`config.mk`:
```
export PLATFORM = sky130hd
export DESIGN_NAME = spi_receiver
export DESIGN_NICKNAME = d
export VERILOG_FILES = /design/src/rtl/config_pkg.sv /design/src/rtl/spi_sync_edge.sv /design/src/rtl/spi_receiver.sv
export SDC_FILE = /design/constraint.sdc
export NUM_CORES = 1
export LEC_CHECK = 0
export CAP_MARGIN = 15
export CORE_MARGIN = 3
export CORE_UTILIZATION = 60
export CTS_CLUSTER_SIZE = 12
export DETAILED_ROUTE_END_ITERATION = 16
export DONT_BUFFER_PORTS = 1
export PLACE_DENSITY = 0.76
export SYNTH_ARGS = -nofsm -noshare
export SYNTH_HDL_FRONTEND = slang
export SYNTH_SLANG_ARGS = --single-unit
```
`constraint.sdc`:
```
create_clock -name clk_100 -period 1.65 [get_ports clk_100]
set_input_delay 0.0825 -clock clk_100 [delete_from_list [all_inputs] [get_ports clk_100]]
set_output_delay 0.0825 -clock clk_100 [all_outputs]
set_load 0.01 [all_outputs]
```
`src/rtl/config_pkg.sv`:
```
`timescale 1ns/1ps
// Shared SPI configuration: word width, mode encoding and receiver state type.
package config_pkg;

  localparam int P_DATA_WIDTH = 8;

  typedef enum logic [1:0] {
    SPI_MODE0 = 2'd0,
    SPI_MODE1 = 2'd1,
    SPI_MODE2 = 2'd2,
    SPI_MODE3 = 2'd3
  } spi_mode_t;

  typedef enum logic {
    IDLE = 1'b0,
    RECV = 1'b1
  } rx_state_t;

  function automatic logic mode_cpol(input spi_mode_t mode);
    return mode[1];
  endfunction

  function automatic logic mode_cpha(input spi_mode_t mode);
    return mode[0];
  endfunction

  // Modes 0 and 3 sample on rising sck, modes 1 and 2 on falling sck.
  function automatic logic mode_sample_rise(input spi_mode_t mode);
    return mode_cpol(mode) == mode_cpha(mode);
  endfunction

endpackage

```
`src/rtl/spi_sync_edge.sv`:
```
`timescale 1ns/1ps
// Multi-flop synchronizer with a history flop; emits registered rise/fall
// pulses that are cycle-aligned with the level output.
module spi_sync_edge #(
  parameter int   P_SYNC_STAGES = 2,
  parameter logic P_IDLE        = 1'b0
) (
  input  logic clk_100,
  input  logic s_rst,
  input  logic din,
  output logic level,
  output logic rise,
  output logic fall
);

  logic [P_SYNC_STAGES-1:0] sync_q;

  // Synchronize the pin, remember the previous synced value, flag transitions.
  always_ff @(posedge clk_100) begin
    if (s_rst) begin
      sync_q <= {P_SYNC_STAGES{P_IDLE}};
      level  <= P_IDLE;
      rise   <= 1'b0;
      fall   <= 1'b0;
    end else begin
      sync_q <= {sync_q[P_SYNC_STAGES-2:0], din};
      level  <= sync_q[P_SYNC_STAGES-1];
      rise   <= sync_q[P_SYNC_STAGES-1] & ~level;
      fall   <= ~sync_q[P_SYNC_STAGES-1] & level;
    end
  end

endmodule

```
`src/rtl/spi_receiver.sv`:
```
`timescale 1ns/1ps
// SPI receive stage: oversamples sck/cs/mosi on clk_100, deserializes MSB-first
// words and hands them out through a one-word valid/ready holding register.
//
//   state | meaning
//   IDLE  | waiting for cs to fall; sck edges ignored
//   RECV  | cs active, shifting mosi on each sample edge
module spi_receiver
  import config_pkg::*;
#(
  parameter int P_DATA_WIDTH  = config_pkg::P_DATA_WIDTH,
  parameter int P_MODE        = 0,
  parameter int P_SYNC_STAGES = 2
) (
  input  logic                    clk_100,
  input  logic                    s_rst,
  input  logic                    sck,
  input  logic                    cs,
  input  logic                    mosi,
  output logic [P_DATA_WIDTH-1:0] m_data,
  output logic                    m_valid,
  input  logic                    m_ready,
  output logic                    busy,
  output logic                    overrun,
  output logic                    frame_err
);

  localparam int        CNT_W       = $clog2(P_DATA_WIDTH) + 1;
  localparam spi_mode_t MODE        = spi_mode_t'(P_MODE[1:0]);
  localparam logic      SCK_IDLE    = mode_cpol(MODE);
  localparam logic      SAMPLE_HIGH = mode_sample_rise(MODE);

  logic sck_lvl, sck_rise, sck_fall;
  logic cs_lvl, cs_rise, cs_fall;
  logic [P_SYNC_STAGES-1:0] mosi_sync_q;
  logic mosi_lvl;
  logic sample;

  logic [P_SYNC_STAGES:0] flush_sr;
  logic cs_armed;

  rx_state_t state, state_nxt;
  logic [CNT_W-1:0] bit_cnt, bit_cnt_nxt;
  logic [P_DATA_WIDTH-1:0] shift_reg, shift_nxt;
  logic commit, ferr_nxt;

  spi_sync_edge #(.P_SYNC_STAGES(P_SYNC_STAGES), .P_IDLE(SCK_IDLE)) u_sck_sync (
    .clk_100 (clk_100),
    .s_rst   (s_rst),
    .din     (sck),
    .level   (sck_lvl),
    .rise    (sck_rise),
    .fall    (sck_fall)
  );

  spi_sync_edge #(.P_SYNC_STAGES(P_SYNC_STAGES), .P_IDLE(1'b1)) u_cs_sync (
    .clk_100 (clk_100),
    .s_rst   (s_rst),
    .din     (cs),
    .level   (cs_lvl),
    .rise    (cs_rise),
    .fall    (cs_fall)
  );

  // A sample edge is an sck transition that lands on the mode's sample level.
  assign sample = (sck_rise | sck_fall) & (sck_lvl == SAMPLE_HIGH);

  // mosi synchronizer plus one flop so it lines up with the sck edge pulses.
  always_ff @(posedge clk_100) begin
    if (s_rst) begin
      mosi_sync_q <= '0;
      mosi_lvl    <= 1'b0;
    end else begin
      mosi_sync_q <= {mosi_sync_q[P_SYNC_STAGES-2:0], mosi};
      mosi_lvl    <= mosi_sync_q[P_SYNC_STAGES-1];
    end
  end

  // After reset the sync chain holds idle values, not the pin; a frame already
  // underway must not look like a fresh cs fall, so arm only once cs is seen high.
  always_ff @(posedge clk_100) begin
    if (s_rst) begin
      flush_sr <= '0;
      cs_armed <= 1'b0;
    end else begin
      flush_sr <= {flush_sr[P_SYNC_STAGES-1:0], 1'b1};
      if (flush_sr[P_SYNC_STAGES] && cs_lvl) cs_armed <= 1'b1;
    end
  end

  // Next-state, shift and word-completion decode; cs events override sampling.
  always_comb begin
    state_nxt   = state;
    bit_cnt_nxt = bit_cnt;
    shift_nxt   = shift_reg;
    commit      = 1'b0;
    ferr_nxt    = 1'b0;
    case (state)
      IDLE: begin
        if (cs_fall && cs_armed) begin
          state_nxt   = RECV;
          bit_cnt_nxt = '0;
          shift_nxt   = '0;
        end
      end
      RECV: begin
        if (cs_rise) begin
          state_nxt   = IDLE;
          bit_cnt_nxt = '0;
          ferr_nxt    = (bit_cnt != '0);
        end else if (sample) begin
          shift_nxt = {shift_reg[P_DATA_WIDTH-2:0], mosi_lvl};
          if (bit_cnt == CNT_W'(P_DATA_WIDTH - 1)) begin
            commit      = 1'b1;
            bit_cnt_nxt = '0;
          end else begin
            bit_cnt_nxt = bit_cnt + CNT_W'(1);
          end
        end
      end
      default: state_nxt = IDLE;
    endcase
  end

  // Receiver state, bit counter and shift register.
  always_ff @(posedge clk_100) begin
    if (s_rst) begin
      state     <= IDLE;
      bit_cnt   <= '0;
      shift_reg <= '0;
    end else begin
      state     <= state_nxt;
      bit_cnt   <= bit_cnt_nxt;
      shift_reg <= shift_nxt;
    end
  end

  // Holding register: accept new words when empty or draining, else drop and flag.
  always_ff @(posedge clk_100) begin
    if (s_rst) begin
      m_data    <= '0;
      m_valid   <= 1'b0;
      overrun   <= 1'b0;
      frame_err <= 1'b0;
    end else begin
      overrun   <= 1'b0;
      frame_err <= ferr_nxt;
      if (commit) begin
        if (!m_valid || m_ready) begin
          m_data  <= shift_nxt;
          m_valid <= 1'b1;
        end else begin
          overrun <= 1'b1;
        end
      end else if (m_valid && m_ready) begin
        m_valid <= 1'b0;
      end
    end
  end

  assign busy = (state == RECV);

endmodule
```
# ---- Word-level counts from Yosys, hierarchy flattened
# Index checks and enable logic that the tools add are counted.
dict set report word_totals {
  register_bits 41
  latchBits 0
  ram_bits 0
  mem_bits_ro 0
  in_bits 6
  n_memories 0
}
dict set report classes {
  n_addsub 1
  multipliers 0
  n_div 0
  n_lt_le_gt_ge 0
  n_eq_ne 4
  n_shift 0
  mux 21
  bitwise 13
  reduce_logical 12
}
# operator count
set ops {}
lappend ops {{$mux W8} 3}
lappend ops {{$mux W4} 4}
lappend ops {{$pmux W8 S2} 1}
lappend ops {{$mux W1} 11}
lappend ops {{$pmux W4 S2} 1}
lappend ops {{$not A1 Y1} 7}
lappend ops {{$reduce_and A2 Y1} 3}
lappend ops {{$and A1 B1 Y1} 5}
lappend ops {{$add A4 B1 Y4 const B} 1}
lappend ops {{$eq A4 B3 Y1 const B} 1}
lappend ops {{$reduce_bool A4 Y1} 1}
lappend ops {{$logic_and A1 B1 Y1} 3}
lappend ops {{$ne A3 B2 Y1 const B} 1}
lappend ops {{$reduce_or A3 Y1} 1}
lappend ops {{$ne A2 B1 Y1 const B} 1}
lappend ops {{$ne A2 B2 Y1 const B} 1}
lappend ops {{$pmux W1 S2} 1}
lappend ops {{$reduce_bool A2 Y1} 1}
lappend ops {{$reduce_or A2 Y1} 1}
lappend ops {{$logic_not A1 Y1} 1}
lappend ops {{$logic_or A1 B1 Y1} 1}
lappend ops {{$or A1 B1 Y1} 1}

# ---- Longest topological paths before layout
# Gate-level depths: netlist (run 1).
dict set report depth {
  depth_word 7
  ltp_mapped 4
}

# ---- Cells and area by module
# Synthesis (run 1) repeated with hierarchy kept, for this count alone.
dict set report unflattened {
  cells_unflattened 150
  hier_area_um2 1436.4
}
# module instances cells_each area_each_um2 seq_area_each_um2
set modules_own_cells {}
lappend modules_own_cells {spi_receiver 1 130 1168.6 600.6}
lappend modules_own_cells {spi_sync_edge 2 10 133.9 100.1}

# ---- Least setup slack after synthesis (run 1)
# No wires, ideal clock.
dict set report synth_path {
  path_kind {reg2reg}
  from {reg state, in the netlist busy}
  to {reg m_data[0]}
  setup_time_ps 61
  arrival_ps 1278
  slack_ps 311
  stages_incl_launch_ff 5
  path_buffers 1
  path_cell_list {dfxtp_1 -> nand2b_1 -> buf_6 -> nor4_4 -> a32o_1}
}
dict set report synth_via {
  elab_chain_cells 2
  word_cells_on_any_way 4
}
# item line
set synth_lines {}
lappend synth_lines {{start: declaration} spi_receiver.sv:42} ;# rx_state_t state, state_nxt;
lappend synth_lines {{start signal: assignment} spi_receiver.sv:132} ;# state <= state_nxt;
lappend synth_lines {{$not A1 Y1 (no line) or $mux W1 (tied branches)} -}
lappend synth_lines {{$pmux W8 S2 or $reduce_and A2 Y1 (tied branches)} -}
lappend synth_lines {{end signal: assignment} spi_receiver.sv:150} ;# m_data <= shift_nxt;
lappend synth_lines {{end: declaration} spi_receiver.sv:20} ;# output logic [P_DATA_WIDTH-1:0] m_data,
# Parallel ways exist; a longest one is shown, timed or not.
# A chain may end at the register's enable or synchronous reset.

# ---- Final worst setup path (run 1)
dict set report layout_path {
  from {reg bit_cnt[1]}
  to {reg m_data[2]}
}
dict set report layout_via {
  elab_chain_cells 6
}
# item line
set layout_lines {}
lappend layout_lines {{start: declaration} spi_receiver.sv:43} ;# logic [CNT_W-1:0] bit_cnt, bit_cnt_nxt;
lappend layout_lines {{start signal: assignment} spi_receiver.sv:133} ;# bit_cnt <= bit_cnt_nxt;
lappend layout_lines {{$eq A4 B3 Y1} spi_receiver.sv:113} ;# if (bit_cnt == CNT_W'(P_DATA_WIDTH - 1)) begin
lappend layout_lines {{$mux W1} spi_receiver.sv:113}
lappend layout_lines {{$mux W1} spi_receiver.sv:111} ;# end else if (sample) begin
lappend layout_lines {{$mux W1} spi_receiver.sv:107} ;# if (cs_rise) begin
lappend layout_lines {{$mux W1} spi_receiver.sv:98} ;# case (state)
lappend layout_lines {{$reduce_and A2 Y1 (no line)} -}
# Every way passes these cells.

==> flow_summary.ini, run 1 <==
[layout]
final_cells = 174
syn2layout_area_growth_pct = 7.12
largest_reg_flops = 8
finalInstanceArea_um2 = 1560
n_antenna_cell = 0
drive_gt1_share_pct = 13.7
final_core_util_pct = 69.3
fin_nets = 153
fill_cells = 187

[logic_synthesis]
synth_nets = 147
synth_area_um2 = 1460
synth_area_leaders = dfxtp_1, a32o_1, a21oi_1
synth_seq_cells = 40
async_reset_ff_share_pct = 0
ys_types = 35
netlist.area_leader.share_pct = 54.9
synth_ff_type = dfxtp_1
postSynthCellCount = 139
yosysMostFrequentCell = dfxtp_1
synth-edff-count = 0
ys.warnings.count = 0
synth.cells.most_frequent = dfxtp_1, a21oi_1, nand3_1
syn_area_per_cell_um2 = 10.5
ys_seq_area_share_pct = 54.9
yosysTopAreaCell = dfxtp_1

[power]
peakVddDrop_mv = 0.846
p_per_area_nw_per_um2 = 978
leakage_nw = 0.540

[floorplan]
die_w_um = 55.3
rows = 17
initial_core_util_pct = 64.7
io_pins = 18
die_h_um = 55.3
die_area_um2 = 3060
coreArea_um2 = 2250

[sta]
slew_viol_final = 0
max_freq_ghz = 0.628
final-hold-violation-count = 0
worst_pin_slew_ns = 0.769
finalCritPeriodShare_pct = 96.4
finalSetupViolations = 0
finalCriticalPeriod_ns = 1.59
timing.final.ws_setup_ns = 0.0586
max_slew_margin_pct = 48.6
fin_skew_ns = 0.0122

[place]
port_buffers = 0
dp_cells = 161
hpwl_mm = 1.79
place_ws_ns = 0.112
routabilityCongestion = 0.726
post_dp_cell_area_um2 = 1450

[cts]
cts_root_buf = clkbuf_4
cts_made_buffers = 5
cts_tree = built
worstSkewPairLatency_ns = 0.33
htreeDepth = 2
cts_max_path_buffers = 2
cts_sinks = 40
clk_pin_slew_ns = 0.11

[run_status]
status = finished clean

[detailed_routing]
postRouteAntennaNets = 0
drt_iter0_drc = 43
firstDrtPassIters = 4
drt-total-wl_mm = 2.70
dr_total_vias = 1052
avgViaCountPerCell = 6.05
wire_per_inst_um = 15.5
drc = 0

[worst_hold_path]
holdCritStartpoint = s_rst
min_path_type = in -> reg

[setup_path]
crit_required_ns = 1.93
crit_type = reg -> reg
worstReg2RegStart = bit_cnt[1]$_SDFFE_PP0P_
crit_start = bit_cnt[1]$_SDFFE_PP0P_
cp_data_arrival_time_ns = 1.87
worstSetupStartpointType = flip-flop
path_max_fanout = 8
critPathCaptureType = flip-flop

[global_route]
grt_pass1_wl_mm = 4.51
grt_pass1_vias = 982
grt_max_degree = 23
grt.total_usage_pct = 18.6
overflow = 0
antenna_found_initial = 0

[run]
maxCapViolCount = 0
## final timing paths
check	to	slack, ns	depth (start not counted)
setup / recovery	m_data[2]$_SDFFE_PP0P_	0.06	5
hold / removal	m_data[5]$_SDFFE_PP0P_	0.04	2
setup reg to reg	m_data[2]$_SDFFE_PP0P_	0.06	5
hold reg to reg	u_cs_sync.sync_q[1]$_SDFF_PP1_	0.42	1
## worst max-delay path, stage by stage (launching register included)
cell	delay (ns)
dfxtp_1	0.41
ha_2	0.24
nand3b_1	0.18
nor4_4	0.33
buf_4	0.20
a32o_1	0.18
## metal layers
metal | GRT usage (%) | vias to the layer above | part of all wire, %
li1 | - | 518 | -
met2 | 26.9 | 31 | 46
met4 | 12.2 | 0 | 2.5
met3 | 5.61 | 6 | 5.3
met1 | 24.0 | 497 | 46
met5 | 0 | - | 0
## area by class of cell
type	instances	area, um^2	area share, %
Clock buffer	8	58.8	3.76
Inverter	5	18.8	1.20
Multi-Input combinational cell	86	586	37.5
Sequential cell	40	802	51.3
Tap cell	28	35.0	2.24
Timing Repair Buffer	7	62.6	4.00
## through the flow
stage | hold slack, ns | TNS [ns] | power [mW]
after floorplan | 0.162 | 0 | 1.03
after global placement | 0.155 | 0 | 1.03
after detailed placement | 0.156 | 0 | 1.03
after CTS | 0.0398 | 0 | 1.54
after global routing | 0.0435 | -0.0124 | 1.59
final | 0.0442 | 0 | 1.53
## layout by cell type, fill, tap and decap left out, drive strengths merged, types with 2 or more instances in the layout
cell type	instances
nand3	12
nand3b	3
o211ai	4
dlygate4sd3	4
nor2	3
nand4	2
nor2b	9
buf	3
inv	5
nor3	2
nand2	3
a32o	8
o21ai	9
or2	3
dfxtp	40
ha	2
clkbuf	8
a21oi	12
## timing repair
item,in CTS,in global routing
setup endpoints to repair,0,1
setup buffers,0,1
gates resized for setup,0,2
endpoints found under the hold margin,25,0
hold buffers,4,0
## cell families after synthesis
group | share of synthesized area (%)
compound gates | 18.9
fa+ha+maj | 1.71
buf+inv | 5.14
flops | 54.9
simple gates | 19.4
## power breakdown
part / switching (mW) / leakage [nW] / internal (mW)
clock: 0.291 / 0.0326 / 0.211
sequential: 0.00681 / 0.325 / 0.981
combinational: 0.0219 / 0.182 / 0.0174
total: 0.320 / 0.540 / 1.21
Power figures use the tool's default switching activity.
==> run 2: changes to the inputs <==
--- a/config.mk
+++ b/config.mk
@@ -11,6 +11,7 @@
 export CTS_CLUSTER_SIZE = 12
 export DETAILED_ROUTE_END_ITERATION = 16
 export DONT_BUFFER_PORTS = 1
+export HOLD_SLACK_MARGIN = 0.12
 export PLACE_DENSITY = 0.76
 export SYNTH_ARGS = -nofsm -noshare
 export SYNTH_HDL_FRONTEND = slang
==> run 2 against run 1 <==
Routed wire length is 0.56% lower; largest cell class unchanged; clock skew is 0.0070 ns lower; maximum frequency is 0.77% higher; global-route usage is 0.15 points lower; critical path depth stayed put; largest power group unchanged; sequential power hardly changed; sequential share of layout area is 0.28 points lower; critical path type unchanged; clock power is 0.8% lower; non-clock buffer count is 1 higher.
==> flow_summary.ini, run 2 (synthesis gave the netlist of run 1 again) <==
[run_status]
status = finished clean

[sta]
fin_skew_ns = 0.00524
worst_pin_slew_ns = 0.908
finalCritPeriodShare_pct = 95.7
max_freq_ghz = 0.633
finalSetupViolations = 0
slew_viol_final = 0
timing.final.ws_setup_ns = 0.0708
max_slew_margin_pct = 39.3
finalCriticalPeriod_ns = 1.58
final-hold-violation-count = 0

[worst_hold_path]
min_path_type = in -> reg

[cts]
htreeDepth = 2
worstSkewPairLatency_ns = 0.33
cts_made_buffers = 5
cts_max_path_buffers = 2
cts_tree = built
cts_root_buf = clkbuf_4
cts_sinks = 40
cts_resized = 0
clk_pin_slew_ns = 0.11

[global_route]
grt_pass1_wl_mm = 4.46
grt_max_degree = 25
overflow = 0
grt_pass1_vias = 976
antenna_found_initial = 0
grt.total_usage_pct = 18.5

[place]
routabilityCongestion = 0.726
port_buffers = 0
dp_cells = 161
hpwl_mm = 1.79
place_ws_ns = 0.112

[setup_path]
crit_end = m_data[2]$_SDFFE_PP0P_
crit_required_ns = 1.93
worstReg2RegStart = bit_cnt[0]$_SDFFE_PP0P_
regToRegSetupSlack_ns = 0.07
critPathCaptureType = flip-flop
path_max_fanout = 8
worstRegToRegCells = 5
crit_type = reg -> reg
r2r_end = m_data[2]$_SDFFE_PP0P_
worstSetupStartpointType = flip-flop
crit_start = bit_cnt[0]$_SDFFE_PP0P_
cp_data_arrival_time_ns = 1.86

[power]
leakage_nw = 0.547
p_per_area_nw_per_um2 = 974
peakVddDrop_mv = 0.854

[layout]
layout_commonest_cell = dfxtp_1
final_core_util_pct = 69.6
fin_nets = 154
layout_common_cells = dfxtp_1, nand3_1, a21oi_1
n_antenna_cell = 0
syn2layout_area_growth_pct = 7.55
largest_reg_flops = 8
final_cells = 175
drive_gt1_share_pct = 12.2

[floorplan]
die_h_um = 55.3
coreArea_um2 = 2250
rows = 17
die_w_um = 55.3
die_area_um2 = 3060
initial_core_util_pct = 64.7
io_pins = 18

[detailed_routing]
firstDrtPassIters = 4
wire_per_inst_um = 15.3
drt_iter0_drc = 26
postRouteAntennaNets = 0
drt-total-wl_mm = 2.69
drc = 0
dr_total_vias = 1070
avgViaCountPerCell = 6.11

[run]
maxCapViolCount = 0
-- run 2: cell types whose count changed in the layout (fill, tap and decap cells not counted) --
cell           before  now
dfxtp_1            39   40
dfxtp_2             1    0
dlygate4sd3_1       4    5
ha_1                1    2
ha_2                1    0
-- run 2: worst max-delay path: stages (launching register included) --
cell      delay, ns
dfxtp_1        0.41
ha_1           0.24
nand3b_1       0.19
nor4_4         0.30
buf_4          0.20
a32o_1         0.18
-- run 2: how the worst min path moves through the flow --
stage | from | end | cells past startpoint
final | cs | u_cs_sync.sync_q[0]$_SDFF_PP1_ | 2
after global routing | cs | u_cs_sync.sync_q[0]$_SDFF_PP1_ | 2
after detailed placement | s_rst | busy$_SDFF_PP0_ | 1
after floorplan | s_rst | u_sck_sync.level$_SDFF_PP0_ | 1
after global placement | s_rst | busy$_SDFF_PP0_ | 1
after CTS | cs | u_cs_sync.sync_q[0]$_SDFF_PP1_ | 2
-- run 2: area by class of cell --
class | instances | area (um^2)
Multi-Input combinational cell | 86 | 583
Tap cell | 28 | 35.0
Timing Repair Buffer | 8 | 72.6
Clock buffer | 8 | 58.8
Inverter | 5 | 18.8
Fill cell | 184 | 686
Sequential cell | 40 | 801
-- run 2: layer usage --
metal,track usage (%),part of all wire (%),vias to the layer above
met5,0,0,-
met4,12.2,2.5,0
met3,4.91,6.0,6
met2,26.5,45,36
met1,24.3,46,509
li1,-,-,519
-- run 2: where the power goes --
part           leakage (nW)  switching, mW  internal [mW]
clock network        0.0326          0.287          0.211
logic                 0.190         0.0237         0.0189
registers             0.325        0.00678          0.981
total                 0.547          0.318           1.21
-- run 2: metrics by stage --
stage | instance area [um^2] | hold slack, ns | setup TNS (ns) | power (mW)
after floorplan | 1460 | 0.162 | 0 | 1.03
after global placement | 1450 | 0.155 | 0 | 1.03
after detailed placement | 1450 | 0.156 | 0 | 1.03
after CTS | 1560 | 0.365 | 0 | 1.54
after global routing | 1570 | 0.382 | -0.00432 | 1.59
final | 1570 | 0.387 | 0 | 1.53
-- run 2: what timing repair did --
action,in CTS,in global routing
endpoints found under the hold margin,40,0
hold buffers,5,0
endpoints found under the setup margin,0,1
buffers inserted,0,1
==> run 3: changes to the inputs <==
--- a/config.mk
+++ b/config.mk
@@ -7,12 +7,13 @@
 export LEC_CHECK = 0
 export CAP_MARGIN = 15
 export CORE_MARGIN = 3
-export CORE_UTILIZATION = 60
+export CORE_UTILIZATION = 59
 export CTS_CLUSTER_SIZE = 12
 export DETAILED_ROUTE_END_ITERATION = 16
 export DONT_BUFFER_PORTS = 1
 export HOLD_SLACK_MARGIN = 0.12
-export PLACE_DENSITY = 0.76
+export PLACE_DENSITY = 0.75
 export SYNTH_ARGS = -nofsm -noshare
 export SYNTH_HDL_FRONTEND = slang
+export SYNTH_HIERARCHICAL = 1
 export SYNTH_SLANG_ARGS = --single-unit
==> run 3 against run 2 <==
First-iteration DRC count is 23% lower; final area is 3.7% higher; clock power rose by 4.2%; routed wire length down 1.6%; clock skew up 0.0024 ns; global-route usage increased by 0.55 points; non-clock buffer count up 5; largest power group unchanged.
==> flow_summary.ini, run 3 <==
[setup_path]
worstRegToRegCells = 5
cp_data_arrival_time_ns = 1.74
r2r_end = m_data[4]$_SDFFE_PP0P_
crit_start = bit_cnt[1]$_SDFFE_PP0P_
crit_end = m_data[4]$_SDFFE_PP0P_
crit_required_ns = 1.92
crit_type = reg -> reg
critPathCaptureType = flip-flop
path_max_fanout = 8
worstSetupStartpointType = flip-flop
regToRegSetupSlack_ns = 0.17
worstReg2RegStart = bit_cnt[1]$_SDFFE_PP0P_

[logic_synthesis]
synth.cells.most_frequent = dfxtp_1, nand2_1, a21oi_1
synth_area_leaders = dfxtp_1, mux2i_1, nand2_1
synth_seq_cells = 40
synth_nets = 158
yosysTopAreaCell = dfxtp_1
synth-edff-count = 0
synth_ff_type = dfxtp_1
async_reset_ff_share_pct = 0
syn_area_per_cell_um2 = 9.58
postSynthCellCount = 150
synth_area_um2 = 1440
ys.warnings.count = 6
yosysMostFrequentCell = dfxtp_1
ys_seq_area_share_pct = 55.7
ys_types = 30
netlist.area_leader.share_pct = 55.7

[detailed_routing]
drc = 0
wire_per_inst_um = 13.8
drt-total-wl_mm = 2.64
avgViaCountPerCell = 5.66
drt_iter0_drc = 20
dr_total_vias = 1082
firstDrtPassIters = 4
postRouteAntennaNets = 0

[sta]
finalCriticalPeriod_ns = 1.48
setup_tns_ns = 0
final-hold-violation-count = 0
fin_skew_ns = 0.00762
rsz0062_at_grt = false
timing.final.ws_setup_ns = 0.172
finalSetupViolations = 0
max_freq_ghz = 0.677
finalCritPeriodShare_pct = 89.5
max_slew_margin_pct = 46.7
worst_pin_slew_ns = 0.800
slew_viol_final = 0

[cts]
worstSkewPairLatency_ns = 0.33
htreeDepth = 2
cts_sinks = 40
cts_root_buf = clkbuf_4
clk_pin_slew_ns = 0.11
cts_tree = built
cts_setup_buffers = 0
cts_made_buffers = 5
cts_max_path_buffers = 2

[layout]
layout_commonest_cell = dfxtp_1
final_core_util_pct = 72.1
drive_gt1_share_pct = 9.82
layout_common_cells = dfxtp_1, nand2_1, a21oi_1
syn2layout_area_growth_pct = 13.2
n_antenna_cell = 0
largest_reg_flops = 8
fin_nets = 171

[global_route]
overflow = 0
grt_pass1_vias = 1085
grt.total_usage_pct = 19.0
antenna_found_initial = 0
grt_max_degree = 26
grt_pass1_wl_mm = 4.62

[power]
leakage_nw = 0.565
clock_power_share_pct = 33.4
p_per_area_nw_per_um2 = 956
seqPwrFrac_pct = 63.5
swShare_pct = 20.0
peakVddDrop_mv = 0.783
switchingPower_mw = 0.311
intPower_mw = 1.24
p_comb_share_pct = 3.1

[floorplan]
rows = 17
die_area_um2 = 3060
coreArea_um2 = 2250
die_h_um = 55.3
io_pins = 18
initial_core_util_pct = 63.7
die_w_um = 55.3

[place]
routabilityCongestion = 0.836
port_buffers = 0
place_ws_ns = 0.198
hpwl_mm = 1.74

[run_status]
status = finished clean

[worst_hold_path]
holdCritStartpoint = s_rst
min_path_type = in -> reg

[run]
maxCapViolCount = 0
[run 3: cell count changes after synthesis, moves of 3 or more]
cell	delta
a32o_1	-8
mux2i_1	+8
nand2_1	+17
nand3_1	-4
nor3b_1	+3
[run 3: worst min path at each step]
stage	end	slack, ns	cells after the start
global route	frame_err$_SDFF_PP0_	0.33	2
finish	frame_err$_SDFF_PP0_	0.35	2
CTS	frame_err$_SDFF_PP0_	0.33	2
detailed placement	u_sck_sync/sync_q[0]$_SDFF_PP0_	0.16	1
floorplan	flush_sr[2]$_SDFF_PP0_	0.15	1
global placement	m_valid$_SDFFE_PP0P_	0.16	1
[run 3: cell type report]
cell class	count	area, um^2
flip-flops and latches	40	801
fillers	188	628
multi-input cells	98	592
repair buffers	13	115
clock buffers	7	65.1
well taps	28	35.0
inverters	5	18.8
[run 3: kinds of logic (layout without fill, tap and decap cells)]
family	Yosys count	after routing	synth area share, %
AO/OA/AOI/OAI	28	28	11.1
adder cells (fa/ha/maj)	2	2	1.74
multiplexers	8	8	5.58
buffers and inverters	12	25	3.48
flip-flops	40	40	55.7
AND/OR/NAND/NOR	60	60	22.4
[run 3: worst max-delay path: stages (launching register included)]
cell and delay, ns:
dfxtp_1 0.39, ha_1 0.21, nand3b_1 0.13, nor4b_2 0.24, buf_4 0.23, mux2i_1 0.21
[run 3: layer usage]
layer,GRT usage (%),vias up,wire (um)
li1,-,540,-
met1,21.1,503,1160
met2,32.8,35,1310
met3,5.37,4,146
met4,10.1,0,25
met5,0,-,0
[run 3: power groups by stage]
stage	logic (mW)	clock network [mW]	registers, mW
floorplan	0.0267	0	1.01
global placement	0.0305	0	1.01
detailed placement	0.0314	0	1.01
CTS	0.0482	0.541	0.987
global route	0.0544	0.583	0.989
finish	0.0487	0.519	0.987
[run 3: repair_timing]
action                                  in CTS  in global routing
hold buffers                                 6                  0
hold endpoints to repair                    25                  0
gates resized for setup                      0                  1
endpoints found under the setup margin       0                  9
[run 3: metrics by stage]
stage	area (um^2)	hold slack (ns)	instances	total power, mW
2_1_floorplan	1440	0.154	150	1.03
3_3_place_gp	1500	0.157	178	1.04
3_5_place_dp	1500	0.158	178	1.04
4_1_cts	1620	0.334	191	1.58
5_1_grt	1630	0.334	191	1.63
6_report	1630	0.349	191	1.56
